==> src/rtl/mem_port_arbiter.sv <==
// mem_port_arbiter: shares one single-ported memory between instruction fetch
// and data load/store. One transaction outstanding at a time; data has priority
// unless fetch has been passed over STARVE_MAX times in a row.
// Optional watchdog: define ARB_WDOG_EN to abort a WAIT state after WDOG_CYCLES.
module mem_port_arbiter #(
    parameter int AW          = 32,
    parameter int DW          = 32,
    parameter int STARVE_MAX  = 4,
    parameter int WDOG_CYCLES = 64
) (
    input  logic            clk,
    input  logic            reset,
    input  logic            if_req,
    input  logic [AW-1:0]   if_addr,
    output logic            if_rvalid,
    output logic [DW-1:0]   if_rdata,
    input  logic            d_req,
    input  logic            d_we,
    input  logic [AW-1:0]   d_addr,
    input  logic [DW-1:0]   d_wdata,
    input  logic [DW/8-1:0] d_be,
    output logic            d_rvalid,
    output logic [DW-1:0]   d_rdata,
    output logic            mem_req,
    output logic            mem_we,
    output logic [AW-1:0]   mem_addr,
    output logic [DW-1:0]   mem_wdata,
    output logic [DW/8-1:0] mem_be,
    input  logic            mem_ready,
    input  logic            mem_rvalid,
    input  logic [DW-1:0]   mem_rdata,
    output logic            stall_fe,
    output logic            stall_mem,
    output logic            arb_err
);

    localparam int SW = $clog2(STARVE_MAX + 1);

    typedef enum logic [1:0] {IDLE, WAIT_I, WAIT_D} state_t;

    state_t        state;
    logic [SW-1:0] starve_cnt;
    logic          owner_we;
    logic          arb_en;
    logic          starved;
    logic          sel_d;
    logic          sel_i;
    logic          accept;
    logic          abort;

    if (STARVE_MAX < 1 || WDOG_CYCLES < 1) begin : g_param_check
        $error("mem_port_arbiter: STARVE_MAX and WDOG_CYCLES must be >= 1");
    end

    function automatic logic [SW-1:0] sat_inc(input logic [SW-1:0] v);
        if (v >= SW'(STARVE_MAX))
            return SW'(STARVE_MAX);
        else
            return v + 1'b1;
    endfunction

    // Arbitration and memory-side drive; gated by reset so nothing leaks out while held
    always_comb begin
        arb_en    = (state == IDLE) && reset;
        starved   = (starve_cnt >= SW'(STARVE_MAX));
        sel_d     = arb_en && d_req && (!if_req || !starved);
        sel_i     = arb_en && !sel_d && if_req;
        mem_req   = sel_d || sel_i;
        mem_we    = sel_d && d_we;
        mem_addr  = sel_d ? d_addr : (sel_i ? if_addr : '0);
        mem_wdata = sel_d ? d_wdata : '0;
        mem_be    = sel_d ? d_be : (sel_i ? '1 : '0);
        accept    = mem_req && mem_ready;
    end

`ifdef ARB_WDOG_EN
    localparam int WW = $clog2(WDOG_CYCLES + 1);
    logic [WW-1:0] wdog_cnt;

    // Count WAIT cycles; cleared on every accept so each transaction starts fresh
    always_ff @(posedge clk or negedge reset) begin
        if (!reset)
            wdog_cnt <= '0;
        else if (accept)
            wdog_cnt <= '0;
        else if (state != IDLE && wdog_cnt != WW'(WDOG_CYCLES))
            wdog_cnt <= wdog_cnt + 1'b1;
    end

    assign abort = (state != IDLE) && !mem_rvalid && (wdog_cnt == WW'(WDOG_CYCLES));
`else
    assign abort = 1'b0;
`endif

    assign arb_err = abort;

    // Response routing: same-cycle pass-through of the memory response to the owner
    always_comb begin
        if_rvalid = (state == WAIT_I) && (mem_rvalid || abort);
        d_rvalid  = (state == WAIT_D) && (mem_rvalid || abort);
        if_rdata  = ((state == WAIT_I) && mem_rvalid) ? mem_rdata : '0;
        d_rdata   = ((state == WAIT_D) && mem_rvalid && !owner_we) ? mem_rdata : '0;
        stall_fe  = if_req && !if_rvalid;
        stall_mem = d_req && !d_rvalid;
    end

    // Ownership FSM: one outstanding transaction, released by response or abort
    always_ff @(posedge clk or negedge reset) begin
        if (!reset) begin
            state    <= IDLE;
            owner_we <= 1'b0;
        end else begin
            case (state)
                IDLE: begin
                    if (accept) begin
                        state    <= sel_d ? WAIT_D : WAIT_I;
                        owner_we <= sel_d && d_we;
                    end
                end
                WAIT_I, WAIT_D: begin
                    if (mem_rvalid || abort) begin
                        state    <= IDLE;
                        owner_we <= 1'b0;
                    end
                end
                default: begin
                    state    <= IDLE;
                    owner_we <= 1'b0;
                end
            endcase
        end
    end

    // Starvation counter: data wins over a waiting fetch, reset once fetch is served or gone
    always_ff @(posedge clk or negedge reset) begin
        if (!reset)
            starve_cnt <= '0;
        else if (!if_req)
            starve_cnt <= '0;
        else if (accept && sel_i)
            starve_cnt <= '0;
        else if (accept && sel_d)
            starve_cnt <= sat_inc(starve_cnt);
    end

endmodule

==> config.mk <==
export PLATFORM = sky130hd
export DESIGN_NAME = mem_port_arbiter
export DESIGN_NICKNAME = d
export VERILOG_FILES = /design/src/rtl/mem_port_arbiter.sv
export SDC_FILE = /design/constraint.sdc
export NUM_CORES = 1
export LEC_CHECK = 0
export CORE_AREA = 5 5 105 107
export DETAILED_ROUTE_END_ITERATION = 12
export DIE_AREA = 0 0 110 112
export DONT_BUFFER_PORTS = 1
export PLACE_DENSITY = 0.4
export SKIP_CTS_REPAIR_TIMING = 1
export SLEW_MARGIN = 10
export SYNTH_ARGS = -nofsm -noshare
export SYNTH_HDL_FRONTEND = slang
export SYNTH_SLANG_ARGS = --single-unit
==> constraint.sdc <==
create_clock -name clk -period 2.4 [get_ports clk]
set_clock_uncertainty 0.15 [all_clocks]
set_input_delay 0.24 -clock clk [delete_from_list [all_inputs] [get_ports clk]]
set_output_delay 0.24 -clock clk [all_outputs]
set_load 0.01 [all_outputs]
Yosys cells after proc, flatten, opt, wreduce, memory -nomap -nowiden
Index checks and enable logic that the tools add are counted.

word-level totals
  word-level logic and storage cells = 53
  bits in registers = 6
  input bits = 139

cells by class
  equality and inequality tests = 5
  reduce and logical (&&, ||, !) cells = 25
  magnitude comparators = 1
  muxes and demuxes = 18
  add/subtract/negate cells = 1

operators by type and width
  kind                   number
  $mux W32               5
  $logic_and A1 B1 Y1    14
  $mux W3                4
  $mux W4                2
  $logic_not A1 Y1       6
  $mux W2                3
  $ne A2 B2 Y1 const B   2
  $pmux W2 S2            1
  $add A3 B1 Y3 const B  1
  $ge A3 B3 Y1 const B   1
  $ne A3 B1 Y1 const B   1
  $eq A2 B1 Y1 const B   1
  $eq A2 B2 Y1 const B   1
  $logic_not A2 Y1       1
  $logic_or A1 B1 Y1     2
  $mux W1                2
  $pmux W1 S2            1
  $reduce_and A2 Y1      1
  $reduce_or A2 Y1       1

Longest topological paths before layout
  depth in word-level cells = 13
  mapped depth = 7
  depth with buffers taken out = 5

Worst setup path before layout
OpenSTA, ideal clock, no wires.

  path kind = flip-flop to output port
  from = register state[0]
  to = output mem_addr[26]
  slack = 0.586 ns
  arrival = 1.424 ns
  cell stages (with the launch flop) = 8
  buffers on the path = 3
  cells stage by stage = dfrtp_1 > inv_1 > ha_1 > and4_1 > buf_2 > buf_6 > buf_6 > a22o_1

on the way
  cells in the longest elaborated chain, start to end = 9

ends and longest elaborated chain
  element                            line  source
  start: declaration                 41    state_t state;
  start signal: assignment           116   state <= sel_d ? WAIT_D : WAIT_I;
  $logic_not A2 Y1 *                 64    arb_en = (state == IDLE) && reset;
  $logic_and A1 B1 Y1 *              64
  $logic_and A1 B1 Y1 (2 in series)  66    sel_d = arb_en && d_req && (!if_req || !starved);
  $logic_not A1 Y1                   67    sel_i = arb_en && !sel_d && if_req;
  $logic_and A1 B1 Y1 (2 in series)  67
  $mux W32                           70    mem_addr = sel_d ? d_addr : (sel_i ? if_addr : '0);
  $mux W32 *                         70
  end: declaration                   26    output logic [AW-1:0] mem_addr,

Every way passes the cells marked *; elsewhere a longest branch is shown, timed or not.

Worst setup path after layout
  from = register state[0]
  to = output mem_addr[17]

Same word-level chain as after synthesis.

==> impl_metrics.ini <==
[place]
dpl.hpwl_um = 5570
dpl_worst_slack_ps = 287
placement.io_buffers = 0
globalplace.congestion = 0.681

[status]
status = completed

[worst_setup_path]
worst-path-max-fanout = 57
worstSetupPathType = flop to output port
cp_required_ps = 2010
crit_path_start_kind = flop
arrival_time_of_the_worst_setup_path_ps = 1820
r2r.worst_path.cells = 5
worst_setup_path_end_kind = output port

[layout]
fin_nets = 336
fillers = 1148
syn_to_final_growth_pct = 7.76
antennaDiodeCount = 0
fraction_of_layout_cells_with_a_size_suffix_above_1_pct = 5.79

[grt]
via_count_of_the_first_global_routing_pass = 1443
antenna_found_initial = 0
grt_max_degree = 58
grt.overflow.total = 0
global_route_wire_length_before_repair_um = 8160
grt_util_all_layers_pct = 8.43

[route]
drt-initial-drc-count = 83
post_detailed_route_count_of_antenna_violating_nets = 0
via_count = 1544
drt-total-wl_um = 6460
viasPerCell = 4.74
drtPass1Iterations = 4
wl_per_cell_um = 19.8
drc_errors = 0

[pwr]
p_int_uw = 445
vdd_drop_max_mv = 0.190
power.clock.fraction_pct = 17.5
share_seq_of_total_power_pct = 14.0
netSwitchingFraction_pct = 51.2
net-switching-power_uw = 467
share_comb_of_total_power_pct = 68.5
leakagePower_uw = 0.000792
power_density_nw_per_um2 = 558

[floorplan]
floorplan_die_width_um = 110
die_h_um = 112
core_area_um2 = 10000
die_area_um2 = 12300
top_level_ports = 278
placement_row_count = 37
start_util_pct = 15.1

[clock_tree]
numCtsBuffers = 3
cts_root_buf = sky130_fd_sc_hd__clkbuf_8
cts.sinks = 6
clock_tree.htree_level_count = 1
worstSkewPairLatency_ps = 230
tritoncts = built
path_clk_slew_ps = 40
clockBufferDepth = 2

[sta]
grt_setup_unrepaired = no
layout_setup_ws_ps = 194
fin_setup_tns_ps = 0
period_needed_ps = 2210
final-max-slew-violation-count = 0
maxClockFrequency_mhz = 453
endpoints_failing_hold = 0
final-setup-viol-count = 0
layout_worst_path_cycle_share_pct = 91.9

[synthesis]
post_synth_instance_area_um2 = 1520
synthesis.nets = 349
library_cells_used_by_synthesis = 29
register_bit_count_reported_by_yosys = 6
seq_area_frac_synth_pct = 9.90
yosys_warnings = 0
syn-mean-instance-area_um2 = 7.40
synth_cells = 205

[hold_path]
hp-class = input pin to flop
holdPathStages = 1

[run]
cap_viol_max_count = 0
==> synthesized netlist by cell type <==
master / number / area, um2
sky130_fd_sc_hd__and2_1: 66 / 413
sky130_fd_sc_hd__a22o_1: 33 / 289
sky130_fd_sc_hd__and3_1: 33 / 206
sky130_fd_sc_hd__clkbuf_1: 11 / 41.3
sky130_fd_sc_hd__dfrtp_1: 6 / 150
sky130_fd_sc_hd__nand2_1: 6 / 22.5
sky130_fd_sc_hd__ha_1: 5 / 62.6
sky130_fd_sc_hd__inv_1: 5 / 18.8
sky130_fd_sc_hd__buf_2: 4 / 20.0
sky130_fd_sc_hd__nand3_1: 4 / 20.0
sky130_fd_sc_hd__a21boi_0: 3 / 22.5
sky130_fd_sc_hd__buf_6: 3 / 33.8
sky130_fd_sc_hd__buf_8: 3 / 45.0
sky130_fd_sc_hd__o21a_1: 3 / 22.5
sky130_fd_sc_hd__a21o_1: 2 / 15.0
sky130_fd_sc_hd__buf_4: 2 / 15.0
sky130_fd_sc_hd__nor2_1: 2 / 7.51
sky130_fd_sc_hd__nor2b_1: 2 / 12.5
sky130_fd_sc_hd__o211a_1: 2 / 20.0
sky130_fd_sc_hd__a2bb2oi_1: 1 / 8.76
sky130_fd_sc_hd__a32o_1: 1 / 10.0
sky130_fd_sc_hd__and2_2: 1 / 7.51
sky130_fd_sc_hd__and2b_4: 1 / 10.0
sky130_fd_sc_hd__and4_1: 1 / 8.76
sky130_fd_sc_hd__and4b_1: 1 / 10.0
sky130_fd_sc_hd__conb_1: 1 / 3.75
sky130_fd_sc_hd__nand3b_1: 1 / 7.51
sky130_fd_sc_hd__o211ai_1: 1 / 7.51
sky130_fd_sc_hd__o21ai_1: 1 / 5.00
==> final cells by class <==
type,instances,area [um2],area share (%)
Multi-Input combinational cell,171,1200,73.3
Tap cell,136,170,10.4
Sequential cell,6,150,9.19
Timing Repair Buffer,5,56.3,3.45
Clock buffer,3,41.3,2.53
Inverter,5,18.8,1.15
==> power groups by stage <==
| stage | clock network (uW) | logic, uW | registers, uW |
|---|---|---|---|
| after floorplan | 0 | 551 | 126 |
| after global placement | 0 | 614 | 129 |
| after detailed placement | 0 | 618 | 130 |
| after CTS | 162 | 621 | 128 |
| after global routing | 167 | 691 | 131 |
| final | 159 | 625 | 128 |
==> cells by family (layout without fill, tap and decap cells) <==
family	after synthesis	count (layout)	share of synthesized area, %
AOI/OAI and AO/OA	47	47	26.4
adders and majority gates	5	5	4.13
buffers and inverters	28	13	11.5
DFF	6	6	9.90
other	1	1	0.247
and+or+nand+nor	118	118	47.9
==> critical path, cell delays in order, from the launching register on <==
cell                      delay [ps]
sky130_fd_sc_hd__dfrtp_1         400
sky130_fd_sc_hd__inv_1            90
sky130_fd_sc_hd__ha_2            260
sky130_fd_sc_hd__and4_4          330
sky130_fd_sc_hd__buf_12          220
sky130_fd_sc_hd__a22o_1          240
==> final timing paths <==
check,end,startpoint,slack [ps]
min in group asynchronous,starve_cnt[1],reset,190
max in group asynchronous,owner_we,reset,1670
min reg2reg,owner_we,owner_we,350
max,mem_addr[17],state[0],190
max reg2reg,owner_we,state[0],780
min,starve_cnt[0],if_req,10
==> stage by stage <==
stage | cell area, um2 | util (%) | instances | power, uW | hold slack [ps]
3_3_place_gp | 1580 | 15.7 | 322 | 743 | -205
4_1_cts | 1620 | 16.1 | 325 | 912 | -447
5_1_grt | 1630 | 16.3 | 326 | 989 | 19.5
3_5_place_dp | 1580 | 15.7 | 322 | 748 | -205
2_1_floorplan | 1520 | - | 205 | 677 | -206
6_report | 1630 | 16.3 | 326 | 912 | 9.92
==> state kept, by name (all words and copies together), names as in the netlist <==
name / flops
starve_cnt: 3
owner_we: 1
state: 2
==> placed cells by master (no fill, tap or decap), types with 3 or more instances in the layout <==
master | Yosys | final
sky130_fd_sc_hd__and2_1 | 66 | 66
sky130_fd_sc_hd__and3_1 | 33 | 33
sky130_fd_sc_hd__a22o_1 | 33 | 33
sky130_fd_sc_hd__nand2_1 | 6 | 6
sky130_fd_sc_hd__dfrtp_1 | 6 | 6
sky130_fd_sc_hd__inv_1 | 5 | 5
sky130_fd_sc_hd__nand3_1 | 4 | 4
sky130_fd_sc_hd__ha_1 | 5 | 4
sky130_fd_sc_hd__o21a_1 | 3 | 3
sky130_fd_sc_hd__a21boi_0 | 3 | 3
sky130_fd_sc_hd__clkbuf_8 | 0 | 3
==> per-layer routing <==
layer / track usage, % / up-vias / part of all wire, %
li1: - / 684 / -
met1: 10.9 / 735 / 38
met2: 14.6 / 121 / 51
met3: 1.62 / 4 / 10
met4: 1.25 / 0 / 0.37
met5: 0 / - / 0
Power figures use the tool's default switching activity.
